--- config.mk ---
export PLATFORM = sky130hd
export DESIGN_NAME = lsu_ctrl
export DESIGN_NICKNAME = d
export VERILOG_FILES = /design/src/rtl/riscv_defs.sv /design/src/rtl/lsu_align.sv /design/src/rtl/lsu_ctrl.sv
export SDC_FILE = /design/constraint.sdc
export NUM_CORES = 1
export LEC_CHECK = 0
export CAP_MARGIN = 10
export CORE_ASPECT_RATIO = 0.6
export CORE_MARGIN = 2
export CORE_UTILIZATION = 35
export CTS_CLUSTER_DIAMETER = 60
export DETAILED_ROUTE_END_ITERATION = 7
export PLACE_DENSITY = 0.69
export SLEW_MARGIN = 30
export SYNTH_ARGS = -nofsm -noshare
export SYNTH_HDL_FRONTEND = slang
export SYNTH_SLANG_ARGS = --single-unit
--- constraint.sdc ---
create_clock -name clk -period 2 [get_ports clk]
set_input_delay 0.3 -clock clk [delete_from_list [all_inputs] [get_ports clk]]
set_output_delay 0.3 -clock clk [all_outputs]
set_load 0.02 [all_outputs]
--- src/rtl/riscv_defs.sv ---
// Shared RV32I definitions: load/store funct3 codes, LSU state encoding, request classifiers.
// Latency: n/a (package).
// Backpressure: n/a (package).
package riscv_defs;

   localparam int XLEN_C = 32;

   // Load funct3 codes
   localparam logic [2:0] F3_LB  = 3'b000;
   localparam logic [2:0] F3_LH  = 3'b001;
   localparam logic [2:0] F3_LW  = 3'b010;
   localparam logic [2:0] F3_LBU = 3'b100;
   localparam logic [2:0] F3_LHU = 3'b101;

   // Store funct3 codes
   localparam logic [2:0] F3_SB  = 3'b000;
   localparam logic [2:0] F3_SH  = 3'b001;
   localparam logic [2:0] F3_SW  = 3'b010;

   typedef enum logic [2:0] {
      ST_IDLE   = 3'd0,
      ST_LOAD   = 3'd1,
      ST_RMW_RD = 3'd2,
      ST_WRITE  = 3'd3,
      ST_RESP   = 3'd4
   } lsu_state_t;

   // Codes that have no RV32I meaning for the given direction.
   function automatic logic f3_illegal(input logic we, input logic [2:0] f3);
      logic r;
      if (we) begin
         r = !((f3 == F3_SB) || (f3 == F3_SH) || (f3 == F3_SW));
      end else begin
         r = (f3 == 3'b011) || (f3 == 3'b110) || (f3 == 3'b111);
      end
      return r;
   endfunction

   // Size lives in funct3[1:0] for every legal code: 00 byte, 01 half, 10 word.
   function automatic logic misaligned(input logic [2:0] f3, input logic [1:0] a);
      logic r;
      case (f3[1:0])
         2'b01:   r = a[0];
         2'b10:   r = (a != 2'b00);
         default: r = 1'b0;
      endcase
      return r;
   endfunction

endpackage

--- src/rtl/lsu_align.sv ---
// Lane extract/extend for loads and lane merge for stores on a 32-bit memory word.
// Latency: purely combinational.
// Backpressure: none; the FSM decides when results are used.
module lsu_align
   import riscv_defs::*;
(
   input  logic [2:0]  i_funct3,
   input  logic [1:0]  i_lane,
   input  logic [31:0] i_load_word,
   input  logic [31:0] i_old_word,
   input  logic [31:0] i_wdata,
   output logic [31:0] o_load_data,
   output logic [31:0] o_store_data
);

   logic [7:0]  w_byte;
   logic [15:0] w_half;

   // Pick the addressed byte and halfword out of the loaded word.
   always_comb begin
      w_byte = 8'h00;
      case (i_lane)
         2'd0:    w_byte = i_load_word[7:0];
         2'd1:    w_byte = i_load_word[15:8];
         2'd2:    w_byte = i_load_word[23:16];
         default: w_byte = i_load_word[31:24];
      endcase
      w_half = i_lane[1] ? i_load_word[31:16] : i_load_word[15:0];
   end

   // Sign- or zero-extend to the full register width.
   always_comb begin
      o_load_data = 32'h0;
      case (i_funct3)
         F3_LB:   o_load_data = {{24{w_byte[7]}}, w_byte};
         F3_LH:   o_load_data = {{16{w_half[15]}}, w_half};
         F3_LW:   o_load_data = i_load_word;
         F3_LBU:  o_load_data = {24'h0, w_byte};
         F3_LHU:  o_load_data = {16'h0, w_half};
         default: o_load_data = 32'h0;
      endcase
   end

   // Merge the store data into the old word; SW ignores the old word entirely.
   always_comb begin
      o_store_data = i_old_word;
      case (i_funct3)
         F3_SB: begin
            case (i_lane)
               2'd0:    o_store_data[7:0]   = i_wdata[7:0];
               2'd1:    o_store_data[15:8]  = i_wdata[7:0];
               2'd2:    o_store_data[23:16] = i_wdata[7:0];
               default: o_store_data[31:24] = i_wdata[7:0];
            endcase
         end
         F3_SH: begin
            if (i_lane[1]) begin
               o_store_data[31:16] = i_wdata[15:0];
            end else begin
               o_store_data[15:0]  = i_wdata[15:0];
            end
         end
         F3_SW:   o_store_data = i_wdata;
         default: o_store_data = i_old_word;
      endcase
   end

endmodule

--- src/rtl/lsu_ctrl.sv ---
// Load/store sequencer: one request at a time, sub-word stores as read-modify-write.
// Latency: error 1, load/SW 2, SB/SH 3 cycles from acceptance to the response pulse.
// Backpressure: req_ready only in IDLE; the response is a single pulse with no stall.
module lsu_ctrl
   import riscv_defs::*;
#(
   parameter int XLEN = 32
) (
   input  logic            clk,
   input  logic            rst_n,
   input  logic            req_valid,
   output logic            req_ready,
   input  logic            req_we,
   input  logic [2:0]      req_funct3,
   input  logic [XLEN-1:0] req_addr,
   input  logic [XLEN-1:0] req_wdata,
   output logic            resp_valid,
   output logic [XLEN-1:0] resp_rdata,
   output logic            resp_err,
   output logic            mem_is_load,
   output logic            mem_is_store,
   output logic [XLEN-1:0] mem_addr,
   output logic [XLEN-1:0] mem_store_data,
   input  logic [XLEN-1:0] mem_load_data
);

   lsu_state_t      r_state;
   lsu_state_t      w_next;

   logic            r_we;
   logic [2:0]      r_funct3;
   logic [XLEN-1:0] r_addr;
   logic [XLEN-1:0] r_wdata;
   logic [XLEN-1:0] r_old;
   logic [XLEN-1:0] r_rdata;
   logic            r_err;

   logic            w_bad;
   logic [XLEN-1:0] w_word_addr;
   logic [XLEN-1:0] w_load_data;
   logic [XLEN-1:0] w_store_data;

   // Classification is done on the incoming request so the first state after
   // acceptance is already the right one; the same verdict is latched into r_err.
   assign w_bad       = f3_illegal(req_we, req_funct3) || misaligned(req_funct3, req_addr[1:0]);
   assign w_word_addr = {r_addr[XLEN-1:2], 2'b00};

   lsu_align u_align (
      .i_funct3     (r_funct3),
      .i_lane       (r_addr[1:0]),
      .i_load_word  (mem_load_data),
      .i_old_word   (r_old),
      .i_wdata      (r_wdata),
      .o_load_data  (w_load_data),
      .o_store_data (w_store_data)
   );

   // State register.
   always_ff @(posedge clk) begin
      if (!rst_n) begin
         r_state <= ST_IDLE;
      end else begin
         r_state <= w_next;
      end
   end

   // Next-state decode and all outputs; everything is forced quiet while reset
   // is held so a reset landing in WRITE cannot commit the store.
   always_comb begin
      w_next         = r_state;
      req_ready      = 1'b0;
      resp_valid     = 1'b0;
      resp_rdata     = '0;
      resp_err       = 1'b0;
      mem_is_load    = 1'b0;
      mem_is_store   = 1'b0;
      mem_addr       = '0;
      mem_store_data = '0;
      case (r_state)
         ST_IDLE: begin
            req_ready = 1'b1;
            if (req_valid) begin
               if (w_bad) begin
                  w_next = ST_RESP;
               end else if (!req_we) begin
                  w_next = ST_LOAD;
               end else if (req_funct3 == F3_SW) begin
                  w_next = ST_WRITE;
               end else begin
                  w_next = ST_RMW_RD;
               end
            end
         end
         ST_LOAD: begin
            mem_is_load = 1'b1;
            mem_addr    = w_word_addr;
            w_next      = ST_RESP;
         end
         ST_RMW_RD: begin
            mem_is_load = 1'b1;
            mem_addr    = w_word_addr;
            w_next      = ST_WRITE;
         end
         ST_WRITE: begin
            mem_is_store   = 1'b1;
            mem_addr       = w_word_addr;
            mem_store_data = w_store_data;
            w_next         = ST_RESP;
         end
         ST_RESP: begin
            resp_valid = 1'b1;
            resp_rdata = r_we ? '0 : r_rdata;
            resp_err   = r_err;
            w_next     = ST_IDLE;
         end
         default: begin
            w_next = ST_IDLE;
         end
      endcase
      if (!rst_n) begin
         req_ready      = 1'b0;
         resp_valid     = 1'b0;
         resp_rdata     = '0;
         resp_err       = 1'b0;
         mem_is_load    = 1'b0;
         mem_is_store   = 1'b0;
         mem_addr       = '0;
         mem_store_data = '0;
      end
   end

   // Request capture, old-word capture for RMW, and the registered load result.
   always_ff @(posedge clk) begin
      if (!rst_n) begin
         r_we     <= 1'b0;
         r_funct3 <= 3'b000;
         r_addr   <= '0;
         r_wdata  <= '0;
         r_old    <= '0;
         r_rdata  <= '0;
         r_err    <= 1'b0;
      end else begin
         case (r_state)
            ST_IDLE: begin
               if (req_valid) begin
                  r_we     <= req_we;
                  r_funct3 <= req_funct3;
                  r_addr   <= req_addr;
                  r_wdata  <= req_wdata;
                  r_err    <= w_bad;
                  r_rdata  <= '0;
               end
            end
            ST_LOAD: begin
               r_rdata <= w_load_data;
            end
            ST_RMW_RD: begin
               r_old <= mem_load_data;
            end
            default: begin
            end
         endcase
      end
   end

endmodule

; ---- Word level (Yosys, flattened, before mapping)
; Cells that the tools add are included.
[totals]
regBits = 136
input_bits = 103
output_inout_bits = 101
word_cells = 80
[op_classes]
n_eq_ne = 18
muxes = 36
reduce_logical = 18
[op_table]
columns = operator, count
row1 = $mux W32, 8
row2 = $pmux W32 S5, 1
row3 = $pmux W32 S3, 1
row4 = $pmux W32 S2, 1
row5 = $mux W16, 3
row6 = $mux W8, 4
row7 = $pmux W8 S3, 1
row8 = $eq A3 B2 Y1 const B, 5
row9 = $eq A3 B3 Y1 const B, 5
row10 = $mux W1, 12
row11 = $eq A3 B1 Y1 const B, 3
row12 = $logic_not A3 Y1, 3
row13 = $pmux W3 S3, 1
row14 = $mux W3, 2
row15 = $reduce_or A3 Y1, 2
row16 = $logic_or A1 B1 Y1, 5
row17 = $eq A2 B1 Y1 const B, 2
row18 = $eq A2 B2 Y1 const B, 2
row19 = $reduce_and A2 Y1, 2
row20 = $reduce_bool A2 Y1, 2
row21 = $reduce_or A2 Y1, 2
row22 = $logic_not A2 Y1, 1
row23 = $mux W2, 1
row24 = $ne A2 B2 Y1 const B, 1
row25 = 2 further kinds, 2

; ---- Depth between registers and ports, before layout
; Gate-level depths: netlist of run 1.
[depth]
word_depth = 9
depth_mapped = 7
depth_no_buf = 6

; ---- Modules after synthesis
; A second synthesis of run 1 with hierarchy kept.
[unflattened]
hier_cells = 951
area_unflattened_um2 = 7632.3
[modules_own_cells]
columns = module, n_inst, cells_each, area_per_inst_um2, seq_area_each_um2
row1 = lsu_ctrl, 1, 699, 5884.4, 2722.6
row2 = lsu_align, 1, 252, 1747.9, 0.0

; ---- Worst setup path before layout of run 1
; No wires, ideal clock.
[synth_timing]
path_kind = flip-flop to output port
start = register r_state[1]
end = output port mem_store_data[11]
arrival_time_ps = 1653
t_required_ps = 1700
setup_slack_ps = 47
stages_incl_launch_ff = 8
n_path_buf = 2
path_cell_list = dfxtp_1 buf_2 nand4b_1 inv_2 and4_1 buf_2 and2_1 a221o_1
[synth_via]
elab_chain_cells = 3
[synth_lines]
columns = item, line_no
row1 = from (decl), lsu_ctrl.sv:27  ; lsu_state_t r_state;
row2 = from (signal assigned), lsu_ctrl.sv:63  ; r_state <= w_next;
row3 = $eq A3 B2 Y1, lsu_ctrl.sv:79  ; case (r_state)
row4 = $mux W32, lsu_ctrl.sv:79
row5 = $mux W32, lsu_ctrl.sv:120  ; if (!rst_n) begin
row6 = to (decl), lsu_ctrl.sv:23  ; output logic [XLEN-1:0] mem_store_data,
; No other way between the ends.

; ---- Final worst setup path of run 1
[layout_timing]
start = register r_addr[1]
end = output port mem_store_data[28]
[layout_via]
elab_chain_cells = 6
elab_cells_between_ends = 9
cone_classes = eq/ne (2) / mux (5) / reduce/logical (2)
[layout_lines]
columns = item, line_no
row1 = from (decl), lsu_ctrl.sv:32  ; logic [XLEN-1:0] r_addr;
row2 = from (signal assigned), lsu_ctrl.sv:148  ; r_addr <= req_addr;
row3 = $eq A2 B1 Y1 (tied with other cells), lsu_align.sv:49  ; case (i_lane)
row4 = $reduce_or A3 Y1 (no source line), -
row5 = $mux W8, lsu_align.sv:49
row6 = $pmux W32 S3 *, lsu_align.sv:47  ; case (i_funct3)
row7 = $mux W32 *, lsu_ctrl.sv:79
row8 = $mux W32 *, lsu_ctrl.sv:120
; Every way passes the cells marked *; elsewhere a longest branch is shown, timed or not.

==> flow_summary_export.csv, run 1 <==
group,metric,value,unit
run_status,status,"finished, violations left",
run_status,violations,"setup timing",
clocking,cts_max_path_buffers,2,
timing,hold_viol,0,
timing,maxSlewHeadroom,62.3,%
logic_synthesis,ys_warn_count,0,
critical_path,path_class,"flop to output port",
final_layout,final_area,11500,µm²
pwr,power,0.00794,W
pwr,powerDensity,692,nW/µm²
detailed_routing,wl_per_cell,19.2,µm
pwr,ir_drop,643,µV
floorplan,die_w,185,µm
critical_path,required,1.70,ns
floorplan,fp.dieArea,20900,µm²
logic_synthesis,synth-edff-count,0,
detailed_routing,drcViolationCount,0,
critical_path,crit_buf_inv,3,
run,drv_cap,0,
clocking,cts_buffers,17,
global_route,grt.total_usage,25.5,%
timing,setup_violations,79,
final_layout,layout-drive-gt1-share,36.3,%
global_route,grt_max_degree,69,
logic_synthesis,syn_inst,863,
clocking,root_buffer,"clkbuf_16",
critical_path,arrival,1.98,ns
critical_path,crit_path_end_kind,"output port",
detailed_routing,vias,7498,
detailed_routing,first_pass_iters,5,
critical_path,cp_max_fo,7,
final_layout,area_growth,66.4,%
detailed_routing,wirelength,27000,µm
global_route,grt_overflow,0,
final_layout,fin_nets,1238,
clocking,cts.sinks,136,
place,placed_cell_area,9720,µm²
logic_synthesis,yosysUniqueCellTypes,57,
clocking,tritoncts,"yes",
floorplan,core_area,19200,µm²
final_layout,final_common_cell,"nand2_1",
global_route,grt_antenna_before_repair,0,
timing,max_clock_freq,0.439,GHz
timing,fin_ws,-0.278,ns
critical_path,critPathSlowestCell,"a221o_1",
place,portBuffers,201,
logic_synthesis,syn_area_per_cell,7.99,µm²
logic_synthesis,synth_ff_type,"dfxtp_1",
timing,finalSetupTns,-12.05,ns
floorplan,ioPinCount,204,
detailed_routing,drtIter0Drc,526,
critical_path,crit_family,"compound AO/OA/AOI/OAI gates",
place,post-place-ws,-0.373,ns
logic_synthesis,synth.cell_area,6890,µm²
logic_synthesis,synth_async_sr_flop_share,0,%
final_layout,diodes,0,
timing,tightest_slew,0.562,ns
place,globalplace.congestion,0.932,
detailed_routing,ant_nets,0,
global_route,grt_pass1_wl,40500,µm
timing,final_max_slew_viol_count,0,
final_layout,final_cell_mix,"nand2_1 (225), dfxtp_1 (128), buf_6 (117)",
floorplan,start_util,35.9,%
critical_path,start_kind,"flop",
timing,rsz0062_at_grt,"true",
timing,fin_crit_sh,114,%
logic_synthesis,yosysSeqAreaShare,39.5,%
critical_path,worst_path_largest_cell_delay,0.40,ns
floorplan,row_count,39,
detailed_routing,viasPerCell,5.32,
global_route,first_global_vias,6985,
place,hpwl,19000,µm
critical_path,crit_chain,"buf_12, clkinvlp_4, o21bai_1, a21oi_2, a221o_1, buf_6",
clocking,path_clk_slew,0.06,ns
floorplan,die_h,113,µm
logic_synthesis,ys_seq_elements,136,
timing,min_period,2.28,ns
timing,finalClockSkew,0.0137,ns
worst_hold_path,hold_path_class,"primary input to flop",
clocking,h-tree-depth,4,
pwr,p_leak,4.49,nW
clocking,clkLatencyLatePin,0.42,ns
==> synth_stat cells (3+ instances only) <==
cell      count  area (µm²)
nand2_1     230         863
dfxtp_1     136        2720
a21boi_0    101         758
and2_1       74         463
clkbuf_1     34         128
a21oi_1      32         160
buf_2        30         150
a221o_1      29         290
o21ai_0      24         120
nor2_1       18        67.6
nand3_1      16        80.1
and3_1       15        93.8
a22oi_1      10        75.1
inv_1         9        33.8
mux2_2        9         101
nand2b_1      8        50.1
o211ai_1      7        52.6
a211o_1       6        52.6
nor2b_1       6        37.5
a21o_1        5        37.5
nor3_1        5        25.0
o22ai_1       5        31.3
ha_1          4        50.1
a222oi_1      3        30.0
a31oi_1       3        18.8
buf_4         3        22.5
mux2i_1       3        30.0
o221ai_1      3        26.3
==> worst min-delay path, delay by kind of cell <==
family,cells,cell delay [ns]
buffers and inverters,2,0.28
AOI/OAI and AO/OA,1,0.11
==> routing by layer <==
metal / track usage [%] / vias up / wire length [µm]
met5: 0 / - / 0
met4: 4.92 / 0 / 473
met3: 7.63 / 34 / 2750
met2: 36.9 / 387 / 11100
met1: 37.4 / 3566 / 12700
li1: - / 3511 / -
==> path summary, 6_finish.rpt <==
kind | from | end | slack [ns] | cells past startpoint
setup / recovery | r_addr[1] | mem_store_data[28] | -0.28 | 6
hold / removal | rst_n | r_addr[24] | 0.33 | 3
setup reg to reg | r_addr[0] | r_rdata[4] | 0.09 | 5
hold reg to reg | r_addr[13] | r_addr[13] | 0.46 | 2
==> where the power goes <==
part | switching, W | internal [W] | total [W]
Sequential | 0.000158 | 0.00289 | 0.00305
Combinational | 0.000861 | 0.000805 | 0.00167
Clock | 0.00128 | 0.00195 | 0.00323
==> per-stage QoR <==
step / std cells / util, % / hold slack (ns)
after floorplan: 864 / - / 0.418
after global placement: 1353 / 50.7 / 0.429
after detailed placement: 1353 / 50.7 / 0.431
after CTS: 1406 / 57.8 / 0.312
after global routing: 1410 / 59.8 / 0.328
final: 1410 / 59.8 / 0.330
==> state kept, by name, indices dropped and copies added, names as in the netlist <==
signal	flops
r_rdata	32
r_we	1
r_state	3
r_err	1
r_addr	32
r_old	32
r_funct3	3
r_wdata	32
==> kinds of logic (layout without fill, tap and decap cells) <==
family                   count (synthesis)  count (layout)  share of synthesized area [%]
AND/OR/NAND/NOR                        387             387                           26.2
multiplexers                            13              13                           2.23
buffers and inverters                   79             359                           5.12
adder cells (fa/ha/maj)                  4               4                          0.726
other                                    1               2                         0.0544
flip-flops                             136             136                           39.5
AO/OA/AOI/OAI                          242             242                           26.0
XOR/XNOR                                 1               1                          0.127
==> repair_timing <==
item                                    4_1_cts  5_1_grt
pin swaps                                    77       35
gates resized for setup                     670      128
hold buffers                                  0        0
endpoints found under the setup margin       99      114
setup buffers                                17       10
cloned                                        5        0
==> cell type report <==
class	instances	area, µm²
well taps	266	333
repair buffers	317	3310
clock buffers	20	467
clock inverters	12	141
flip-flops and latches	136	2740
fillers	1667	7700
inverters	10	46.3
multi-input cells	649	4440
(Power assumes the default switching activity.)
==> inputs of run 2 (changes only) <==
--- a/config.mk
+++ b/config.mk
@@ -5,11 +5,12 @@
 export SDC_FILE = /design/constraint.sdc
 export NUM_CORES = 1
 export LEC_CHECK = 0
+export ABC_CLOCK_PERIOD_IN_PS = 2000
 export CAP_MARGIN = 10
 export CORE_ASPECT_RATIO = 0.6
 export CORE_MARGIN = 2
 export CORE_UTILIZATION = 35
-export CTS_CLUSTER_DIAMETER = 60
+export CTS_CLUSTER_DIAMETER = 80
 export DETAILED_ROUTE_END_ITERATION = 7
 export PLACE_DENSITY = 0.69
 export SLEW_MARGIN = 30
==> results of run 2 <==
Final layout, timing and power as in run 1 (identical DEF).
==> inputs of run 3 (changes only) <==
--- a/config.mk
+++ b/config.mk
@@ -6,7 +6,6 @@
 export NUM_CORES = 1
 export LEC_CHECK = 0
 export ABC_CLOCK_PERIOD_IN_PS = 2000
-export CAP_MARGIN = 10
 export CORE_ASPECT_RATIO = 0.6
 export CORE_MARGIN = 2
 export CORE_UTILIZATION = 35
==> results of run 3 <==
Final layout, timing and power as in run 1 (identical DEF).
